[src/rtl/keypad_pkg.sv]
// Shared types and helpers for the keypad scan receiver: debounce FSM states,
// per-frame classification results and a saturating key-count adder.
package keypad_pkg;

  typedef enum logic [1:0] {
    IDLE,
    DEBOUNCE,
    PRESSED,
    RELEASE
  } kp_state_t;

  typedef enum logic [1:0] {
    FR_NONE,
    FR_SINGLE,
    FR_MULTI
  } kp_frame_t;

  // Key counts only need to distinguish none / one / more than one.
  function automatic logic [1:0] sat_add2(input logic [1:0] a, input logic [1:0] b);
    logic [2:0] sum;
    sum = {1'b0, a} + {1'b0, b};
    return (sum >= 3'd2) ? 2'd2 : sum[1:0];
  endfunction

endpackage

[src/rtl/onehot_encoder.sv]
// One-hot to binary index encoder; onehot_ok is high only when exactly one
// bit of the input vector is set.
module onehot_encoder
  import keypad_pkg::*;
#(
  parameter  int WIDTH = 5,
  localparam int IDX_W = (WIDTH > 1) ? $clog2(WIDTH) : 1
) (
  input  logic [WIDTH-1:0] vec,
  output logic [IDX_W-1:0] idx,
  output logic             onehot_ok
);

  logic [1:0] ones;

  // NOTE: every always_comb output gets a default before any branch, so no
  // path leaves it unassigned and no latch is inferred.
  always_comb begin
    idx  = '0;
    ones = 2'd0;
    for (int i = 0; i < WIDTH; i++) begin
      if (vec[i]) begin
        idx = idx | IDX_W'(i);
      end
      ones = sat_add2(ones, {1'b0, vec[i]});
    end
    onehot_ok = (ones == 2'd1);
  end

endmodule

[src/rtl/keypad_scan_reader.sv]
// Receive side of the one-hot column scan: accumulates row returns over each
// scan frame, classifies the frame and debounces presses/releases per frame.
module keypad_scan_reader
  import keypad_pkg::*;
#(
  parameter  int COLS            = 5,
  parameter  int ROWS            = 4,
  parameter  int DEBOUNCE_FRAMES = 4,
  localparam int CODE_W          = $clog2(ROWS * COLS),
  localparam int COL_W           = (COLS > 1) ? $clog2(COLS) : 1,
  localparam int ROW_W           = (ROWS > 1) ? $clog2(ROWS) : 1,
  localparam int CNT_W           = $clog2(DEBOUNCE_FRAMES + 1)
) (
  input  logic              clk,
  input  logic              rst,
  input  logic [COLS-1:0]   col_strobe,
  input  logic [ROWS-1:0]   row_in,
  output logic              key_valid,
  output logic [CODE_W-1:0] key_code,
  output logic              key_held,
  output logic              multi_key
);

  logic [COL_W-1:0]  col_idx;
  logic              col_ok;

  onehot_encoder #(.WIDTH(COLS)) u_col_enc (
    .vec       (col_strobe),
    .idx       (col_idx),
    .onehot_ok (col_ok)
  );

  // Frame accumulator: acc_cnt != 0 doubles as "a hit has been recorded".
  logic [1:0]        acc_cnt;
  logic [CODE_W-1:0] acc_code;
  logic              synced;

  logic [ROW_W-1:0]  row_sel;
  logic [1:0]        cyc_cnt;
  logic [CODE_W-1:0] hit_code;
  logic [1:0]        nxt_cnt;
  logic [CODE_W-1:0] nxt_code;
  logic              frame_end;
  logic              frame_done;
  kp_frame_t         frame_res;

  always_comb begin
    row_sel = '0;
    cyc_cnt = 2'd0;
    for (int r = ROWS - 1; r >= 0; r--) begin
      if (row_in[r]) begin
        row_sel = ROW_W'(r);
      end
    end
    for (int r = 0; r < ROWS; r++) begin
      cyc_cnt = sat_add2(cyc_cnt, {1'b0, row_in[r]});
    end
    hit_code = CODE_W'(row_sel) * CODE_W'(COLS) + CODE_W'(col_idx);

    // Non-one-hot cycles contribute nothing and cannot end a frame.
    nxt_cnt    = col_ok ? sat_add2(acc_cnt, cyc_cnt) : acc_cnt;
    nxt_code   = (acc_cnt != 2'd0) ? acc_code : hit_code;
    frame_end  = col_ok & col_strobe[COLS-1];
    frame_done = frame_end & synced;

    if (nxt_cnt == 2'd0) begin
      frame_res = FR_NONE;
    end else if (nxt_cnt == 2'd1) begin
      frame_res = FR_SINGLE;
    end else begin
      frame_res = FR_MULTI;
    end
  end

  // NOTE: sequential state is written only with non-blocking assignments so
  // every register samples pre-edge values regardless of statement order.
  always_ff @(posedge clk or posedge rst) begin
    if (rst) begin
      acc_cnt  <= 2'd0;
      acc_code <= '0;
      synced   <= 1'b0;
    end else if (col_ok) begin
      if (frame_end) begin
        acc_cnt  <= 2'd0;
        acc_code <= '0;
        synced   <= 1'b1;
      end else begin
        acc_cnt  <= nxt_cnt;
        acc_code <= nxt_code;
      end
    end
  end

  kp_state_t         state;
  logic [CNT_W-1:0]  cnt;
  logic [CODE_W-1:0] cand;
  logic [CNT_W-1:0]  cnt_inc;
  logic              at_limit;

  always_comb begin
    cnt_inc  = cnt + CNT_W'(1);
    at_limit = (cnt_inc == CNT_W'(DEBOUNCE_FRAMES));
  end

  // Debounce FSM: advances only on classified frames; outputs are registered.
  always_ff @(posedge clk or posedge rst) begin
    if (rst) begin
      state     <= IDLE;
      cnt       <= '0;
      cand      <= '0;
      key_valid <= 1'b0;
      key_code  <= '0;
      key_held  <= 1'b0;
      multi_key <= 1'b0;
    end else begin
      key_valid <= 1'b0;
      if (frame_done) begin
        multi_key <= (frame_res == FR_MULTI);
        case (state)
          IDLE: begin
            if (frame_res == FR_SINGLE) begin
              cand <= nxt_code;
              if (DEBOUNCE_FRAMES == 1) begin
                state     <= PRESSED;
                cnt       <= '0;
                key_valid <= 1'b1;
                key_code  <= nxt_code;
                key_held  <= 1'b1;
              end else begin
                state <= DEBOUNCE;
                cnt   <= CNT_W'(1);
              end
            end
          end
          DEBOUNCE: begin
            if (frame_res == FR_SINGLE) begin
              if (nxt_code == cand) begin
                if (at_limit) begin
                  state     <= PRESSED;
                  cnt       <= '0;
                  key_valid <= 1'b1;
                  key_code  <= cand;
                  key_held  <= 1'b1;
                end else begin
                  cnt <= cnt_inc;
                end
              end else begin
                cand <= nxt_code;
                cnt  <= CNT_W'(1);
              end
            end else begin
              state <= IDLE;
              cnt   <= '0;
            end
          end
          PRESSED: begin
            if (frame_res == FR_NONE) begin
              if (DEBOUNCE_FRAMES == 1) begin
                state    <= IDLE;
                cnt      <= '0;
                key_held <= 1'b0;
              end else begin
                state <= RELEASE;
                cnt   <= CNT_W'(1);
              end
            end
          end
          RELEASE: begin
            if (frame_res == FR_NONE) begin
              if (at_limit) begin
                state    <= IDLE;
                cnt      <= '0;
                key_held <= 1'b0;
              end else begin
                cnt <= cnt_inc;
              end
            end else begin
              state <= PRESSED;
              cnt   <= '0;
            end
          end
          default: begin
            state <= IDLE;
            cnt   <= '0;
          end
        endcase
      end
    end
  end

endmodule
[config.mk]
export PLATFORM = sky130hd
export DESIGN_NAME = keypad_scan_reader
export DESIGN_NICKNAME = d
export VERILOG_FILES = /design/src/rtl/keypad_pkg.sv /design/src/rtl/onehot_encoder.sv /design/src/rtl/keypad_scan_reader.sv
export SDC_FILE = /design/constraint.sdc
export NUM_CORES = 1
export LEC_CHECK = 0
export CORE_MARGIN = 3
export CORE_UTILIZATION = 45
export DETAILED_ROUTE_END_ITERATION = 12
export GPL_TIMING_DRIVEN = 0
export PLACE_DENSITY_LB_ADDON = 0.1
export RECOVER_POWER = 50
export SYNTH_ARGS = -nofsm -noshare
export SYNTH_HDL_FRONTEND = slang
export SYNTH_SLANG_ARGS = --single-unit
[constraint.sdc]
create_clock -name clk -period 2.9 [get_ports clk]
set_clock_uncertainty 0.15 [all_clocks]
set_input_delay 0.29 -clock clk [delete_from_list [all_inputs] [get_ports clk]]
set_output_delay 0.29 -clock clk [all_outputs]
set_load 0.005 [all_outputs]
**Word-level counts from Yosys, hierarchy flattened**

Index checks and enable logic that the tools add are counted.
W data, S select, Z words.

- Add/subtract/negate cells: 10
- Multipliers: 1
- Magnitude comparators: 10
- Eq/ne operators: 20
- Muxes and demuxes: 54
- Bitwise gates (word level): 2
- Reduce and logical (&&, ||, !) cells: 12

Operator list:

| cell | number |
|---|---|
| $mux W2 | 27 |
| $mux W5 | 5 |
| $ge A3 B2 Y1 const B | 8 |
| $add A2 B1 Y3 | 7 |
| $mux W3 | 7 |
| $ne A2 B2 Y1 const B | 8 |
| $pmux W3 S4 | 1 |
| $mux W1 | 11 |
| $pmux W5 S2 | 1 |
| $reduce_and A5 Y1 | 2 |
| $ne A3 B3 Y1 const B | 3 |
| $eq A2 B1 Y1 const B | 4 |
| $pmux W2 S4 | 1 |
| $reduce_and A7 Y1 | 1 |
| $eq A2 B2 Y1 const B | 3 |
| $logic_not A2 Y1 | 3 |
| $reduce_and A6 Y1 | 1 |
| $reduce_bool A2 Y1 | 3 |
| $add A5 B3 Y5 | 1 |
| $eq A5 B5 Y1 | 1 |
| $mul A2 B3 Y5 const B | 1 |
| $ge A1 B2 Y1 const B | 2 |
| $add A2 B2 Y3 | 1 |
| $add A3 B1 Y3 const B | 1 |
| 5 further kinds | 6 |

- Register bits after elaboration: 26
- Word-level logic and storage cells: 119

**Depth between registers and ports, before layout**

- Word-level depth: 23
- Depth in mapped cells: 18
- Gate-level depth less buffers: 17

**Hierarchy**

A second synthesis with hierarchy kept.

- Cell total of the unflattened synthesis: 178
- Area total of the unflattened synthesis: 1,828.0 um^2

By module, submodules not included:

| module | times used | cells an instance | area each (um^2) | sequential area each (um^2) |
|---|---|---|---|---|
| keypad_scan_reader | 1 | 161 | 1,691.6 | 650.6 |
| onehot_encoder | 1 | 17 | 136.4 | 0.0 |

**Worst setup path after synthesis**

No wires, ideal clock.

- Kind: input port to flip-flop
- Start: input port row_in[0]
- End: register cnt[0]
- Data arrival time: 3.099 ns
- Path slack: -0.422 ns
- Stages on the path: 16
- Path buffers: 0
- Cell sequence: inv_1 -> fa_1 -> nor2_1 -> ha_1 -> inv_1 -> ha_1 -> and2_1 -> ha_1 -> inv_1 -> fa_1 -> nand2_1 -> or3_1 -> a31oi_2 -> o21ai_2 -> o211a_1 -> a21oi_2

- Cells in the longest elaborated chain, start to end: 21
- Elaborated cells on any way between the ends: 33
- Those cells by class: 5 x add/sub; 1 x mul; 5 x order compare; 5 x eq/ne; 14 x mux; 3 x reduce/logical

Ends and longest elaborated chain:

| what | RTL line | RTL |
|---|---|---|
| from (decl) | keypad_scan_reader.sv:17 | `input logic [ROWS-1:0] row_in,` |
| $ge A1 B2 Y1 | keypad_pkg.sv:22 | `return (sum >= 3'd2) ? 2'd2 : sum[1:0];` |
| $mux W2 | keypad_pkg.sv:22 |  |
| $add A2 B1 Y3 | keypad_pkg.sv:21 | `sum = {1'b0, a} + {1'b0, b};` |
| $ge A3 B2 Y1 | keypad_pkg.sv:22 |  |
| $mux W2 | keypad_pkg.sv:22 |  |
| $add A2 B1 Y3 | keypad_pkg.sv:21 |  |
| $ge A3 B2 Y1 | keypad_pkg.sv:22 |  |
| $mux W2 | keypad_pkg.sv:22 |  |
| [... 5 more ...] | -- |  |
| $mux W2 | keypad_pkg.sv:22 |  |
| $mux W2 | keypad_scan_reader.sv:61 | `nxt_cnt = col_ok ? sat_add2(acc_cnt, cyc_cnt) : acc_cnt;` |
| $eq A2 B1 Y1 | keypad_scan_reader.sv:68 | `end else if (nxt_cnt == 2'd1) begin` |
| $mux W2 | keypad_scan_reader.sv:68 |  |
| $mux W2 | keypad_scan_reader.sv:66 | `if (nxt_cnt == 2'd0) begin` |
| $eq A2 B1 Y1 or $logic_not A2 Y1 (tied branches) | -- |  |
| $mux W3, or another cell as far along | keypad_scan_reader.sv:136 | `if (frame_res == FR_SINGLE) begin` |
| $pmux W3 S4 or $reduce_and A3 Y1 (tied branches) | -- |  |
| to (signal assigned) | keypad_scan_reader.sv:145 | `cnt <= cnt_inc;` |
| to (signal assigned) | keypad_scan_reader.sv:175 | `cnt <= cnt_inc;` |
| to (decl) | keypad_scan_reader.sv:95 | `logic [CNT_W-1:0] cnt;` |

Parallel ways exist; a longest one is shown, timed or not.
A chain may end at the register's enable or synchronous reset.

**Worst setup path in the final report**

- Start: input port row_in[1]
- End: register key_code[3]

- Cells in the longest elaborated chain, start to end: 18
- Elaborated cells on any way between the ends: 25
- Those cells by class: 5 x add/sub; 1 x mul; 4 x order compare; 3 x eq/ne; 10 x mux; 2 x reduce/logical

Ends and longest elaborated chain:

| what | RTL line | RTL |
|---|---|---|
| $add A2 B1 Y3 | keypad_pkg.sv:21 |  |
| $ge A3 B2 Y1 | keypad_pkg.sv:22 |  |
| $mux W2 | keypad_pkg.sv:22 |  |
| $add A2 B1 Y3 | keypad_pkg.sv:21 |  |
| $ge A3 B2 Y1 | keypad_pkg.sv:22 |  |
| $mux W2 | keypad_pkg.sv:22 |  |
| $add A2 B1 Y3 | keypad_pkg.sv:21 |  |
| $ge A3 B2 Y1 | keypad_pkg.sv:22 |  |
| [... 2 more ...] | -- |  |
| $ge A3 B2 Y1 | keypad_pkg.sv:22 |  |
| $mux W2 | keypad_pkg.sv:22 |  |
| $mux W2 | keypad_scan_reader.sv:61 |  |
| $eq A2 B1 Y1 | keypad_scan_reader.sv:68 |  |
| $mux W2 | keypad_scan_reader.sv:68 |  |
| $mux W2 | keypad_scan_reader.sv:66 |  |
| $eq A2 B1 Y1 | keypad_scan_reader.sv:136 |  |
| $reduce_and A5 Y1 (no source line) (*) | -- |  |
| to (signal assigned) | keypad_scan_reader.sv:127 | `key_code <= nxt_code;` |
| to (signal assigned) | keypad_scan_reader.sv:142 | `key_code <= cand;` |
| to (decl) | keypad_scan_reader.sv:19 | `output logic [CODE_W-1:0] key_code,` |

Mark *: on every way between the ends. The rest lies on a longest branch, timed or not.

==> out/metrics.cfg <==
[clocking]
hold_buffers = 0
clock_tree.root_cell = clkbuf_8
clkLatencyLatePin_ns = 0.27
cts.clk_slew.worst_paths_ns = 0.09
cts_made_buffers = 3
tritoncts = built
clock-sinks = 26
htree_levels = 1
clockBufferDepth = 2

[run_status]
failing_checks = DRC, setup timing
outcome = finished with violations

[power_and_ir_drop]
p_clk_frac = 0.212
worst_ir_drop_vdd_v = 0.000308
power-per-cell-area_nw_per_um2 = 551
share_seq_of_total_power = 0.355
p_switching_uw = 522
pwr-share-comb = 0.434
static_leakage_nw = 1.17
cell_internal_pwr_uw = 914
swShare = 0.363

[finish]
layout-area-overhead-vs-synth_pct = 40.1
drive_above_1_share = 0.429
finish.cell_count_without_fillers = 281
final_core_utilization = 0.681
nets = 264
cell_area_after_layout_sq_um = 2610
filler_cell_count = 290
antenna_cells_inserted = 0

[setup_path]
critical_path.slowest_cell = fa_2
critical_path_required_ns = 2.92
ordered_list_of_cells_on_the_worst_path = buf_8 -> inv_4 -> fa_2 -> nor2_2 -> ha_2 -> inv_2 -> ha_4 -> and2_4 -> ha_4 -> inv_2 -> fa_2 -> buf_6 -> nand4_1 -> nor4_2 -> nand2_2 -> mux2_4
crit_path_end_kind = register
path_buf_inv = 5
timing.critical_path.arrival_ns = 3.34
critPathTopFamily = adder cells
critPathMaxFanout = 5
start_kind = input pin
criticalPathCategory = input pin to register
crit_path_max_incr_delay_ns = 0.56

[place]
post_dp_cell_area_sq_um = 2120
dpl.hpwl_microns = 2990
gp_congestion = 0.800
placed_cells_incl_taps = 254
port_buffers = 18

[drt]
detailedRoute.firstIterationViolations = 96
route.vias.total = 1596
antenna_left = 0
wl_per_cell_microns = 16.0
detail_route.drc_violations = 2
drt_pre_antenna_iters = 8
route.detailed.vias_per_inst = 5.68
routed_wirelength_microns = 4500

[timing]
relSlewSlack = 0.329
final_min_period_over_clock_period = 1.14
fin_crit_ns = 3.32
maxSlewViolCount = 0
setup-violations-final = 16
tightestPinTransition_ns = 1.01
timing.final.hold_violations = 0
unrepaired_setup_endpoints_after_global_routing = true
setup_total_negative_slack_ns = -5.06
timing.fmax_mhz = 301
fin_worst_hold_slack_ns = 0.370
final_critical_path_setup_slack_ns = -0.420

[grt]
grt_start_max_net_pins = 27
antenna_found_initial = 0
first_global_vias = 1643
globalRouteTotalUtil = 0.191
globalRoute.totalOverflow = 0
grt_pass1_wl_microns = 7620

[synth]
async_reset_ff_frac = 1.00
mappedNetlistNets = 218
synth_cell_area_sq_um = 1860
syn-mean-instance-area_sq_um = 9.90
postSynth.topFlopCell = dfrtp_1
unique_masters_post_synth = 51
synth_edf_count = 0
synth_seq_area_share = 0.350
post_synth_inst_count = 188
number_of_synthesized_register_bits = 26
synth-warning-count = 0

[floorplan]
floorplan.die.height_microns = 70.3
initial_core_util = 0.486
rows = 22
die_area_sq_um = 4940
core-area_sq_um = 3830
chipWidth_microns = 70.3
io-pin-count = 19

[flow_run]
max_cap_violations = 0

[min_path]
hold_path.class = register to register

==> cell families (layout without fill, tap and decap cells) <==
family	count (synthesis)	count (layout)	share of synthesized area
AOI/OAI and AO/OA	40	40	0.164
xor gates and xnor gates	9	9	0.0464
adders and majority gates	19	19	0.144
buffers and inverters	21	66	0.0471
DFF	26	26	0.350
muxes	10	10	0.0706
and+or+nand+nor	63	63	0.178
==> sequential cells by signal, summed over array words and instances (netlist names) <==
signal	flops
cand	5
key_code	5
multi_key	1
state	2
cnt	3
key_valid	1
acc_cnt	2
acc_code	5
synced	1
key_held	1
==> worst paths after layout <==
path | slack, ns | from | end | depth (start not counted)
min in group asynchronous | 0.54 | rst | key_code[4] | 2
worst min register to register | 0.37 | key_code[4] | key_code[4] | 1
worst min-delay path | 0.37 | key_code[4] | key_code[4] | 1
worst max-delay path | -0.42 | row_in[1] | key_code[3] | 16
worst max register to register | 0.15 | acc_cnt[0] | key_code[3] | 8
max in group asynchronous | 1.45 | rst | state[0] | 2
==> power by group through the flow <==
stage	sequential [mW]	combinational, mW	clock, mW
2_1_floorplan	0.483	0.337	0
3_3_place_gp	0.498	0.424	0
3_5_place_dp	0.500	0.443	0
4_1_cts	0.498	0.574	0.308
5_1_grt	0.516	0.683	0.318
6_report	0.509	0.623	0.304
==> synth_stat cells, drive strengths merged (3+ instances only) <==
cell    number  area, sq um
dfrtp       26          651
mux2        10          131
clkbuf       3         11.3
a21oi        5         40.0
or2          3         21.3
nand3        6         30.0
nor3         5         25.0
o21ai        9         48.8
xnor2        9         86.3
nand2b       4         25.0
a31oi        6         43.8
a22o         3         26.3
inv         16         60.1
nor2b        3         18.8
nor2         9         38.8
fa           4         80.1
a21o         3         23.8
nand2       19         73.8
ha          15          188
==> routing by layer <==
layer	part of all wire	vias up	global-route usage
met5	0	-	0
met3	0.041	8	0.0273
li1	-	756	-
met1	0.43	789	0.239
met2	0.51	43	0.332
met4	0.017	0	0.0660
==> repair_timing <==
action	4_1_cts	5_1_grt
buffers inserted	19	6
pin swaps	35	25
resized for setup	77	16
setup endpoints to repair	25	23
==> cells in the final DEF (no fill, tap or decap), drive strengths merged, types with 3 or more instances in the layout <==
| master | count |
|---|---|
| buf | 32 |
| dfrtp | 26 |
| nand2 | 19 |
| inv | 16 |
| ha | 15 |
| mux2 | 10 |
| clkdlybuf4s50 | 9 |
| xnor2 | 9 |
| nor2 | 9 |
| o21ai | 9 |
| nand3 | 6 |
| a31oi | 6 |
| clkbuf | 5 |
| a21oi | 5 |
| nor3 | 5 |
| nand2b | 4 |
| fa | 4 |
| a22o | 3 |
| a21o | 3 |
| or2 | 3 |
| nor2b | 3 |
==> area by class of cell <==
| cell class | count | area, sq um | area share |
|---|---|---|---|
| Inverter | 16 | 65.1 | 0.0250 |
| Buffer | 4 | 33.8 | 0.0130 |
| Multi-Input combinational cell | 141 | 1360 | 0.522 |
| Clock buffer | 3 | 41.3 | 0.0158 |
| Tap cell | 48 | 60.1 | 0.0230 |
| Timing Repair Buffer | 42 | 365 | 0.140 |
| Clock inverter | 1 | 30.0 | 0.0115 |
| Sequential cell | 26 | 651 | 0.250 |
==> through the flow <==
step	power, mW	worst slack [ns]
5_1_grt	1.52	-0.501
2_1_floorplan	0.820	-0.416
3_3_place_gp	0.922	-1.13
3_5_place_dp	0.943	-1.21
6_report	1.44	-0.420
4_1_cts	1.38	-0.410
==> worst register-to-register path, delay by kind of cell, from the launching register on <==
family                     cells  cell delay (ns)
adders and majority gates      2             0.75
buffers and inverters          2             0.14
muxes                          1             0.33
and+or+nand+nor                3             0.70
DFF                            1             0.56
No activity file was read; power rests on OpenSTA's default activity.
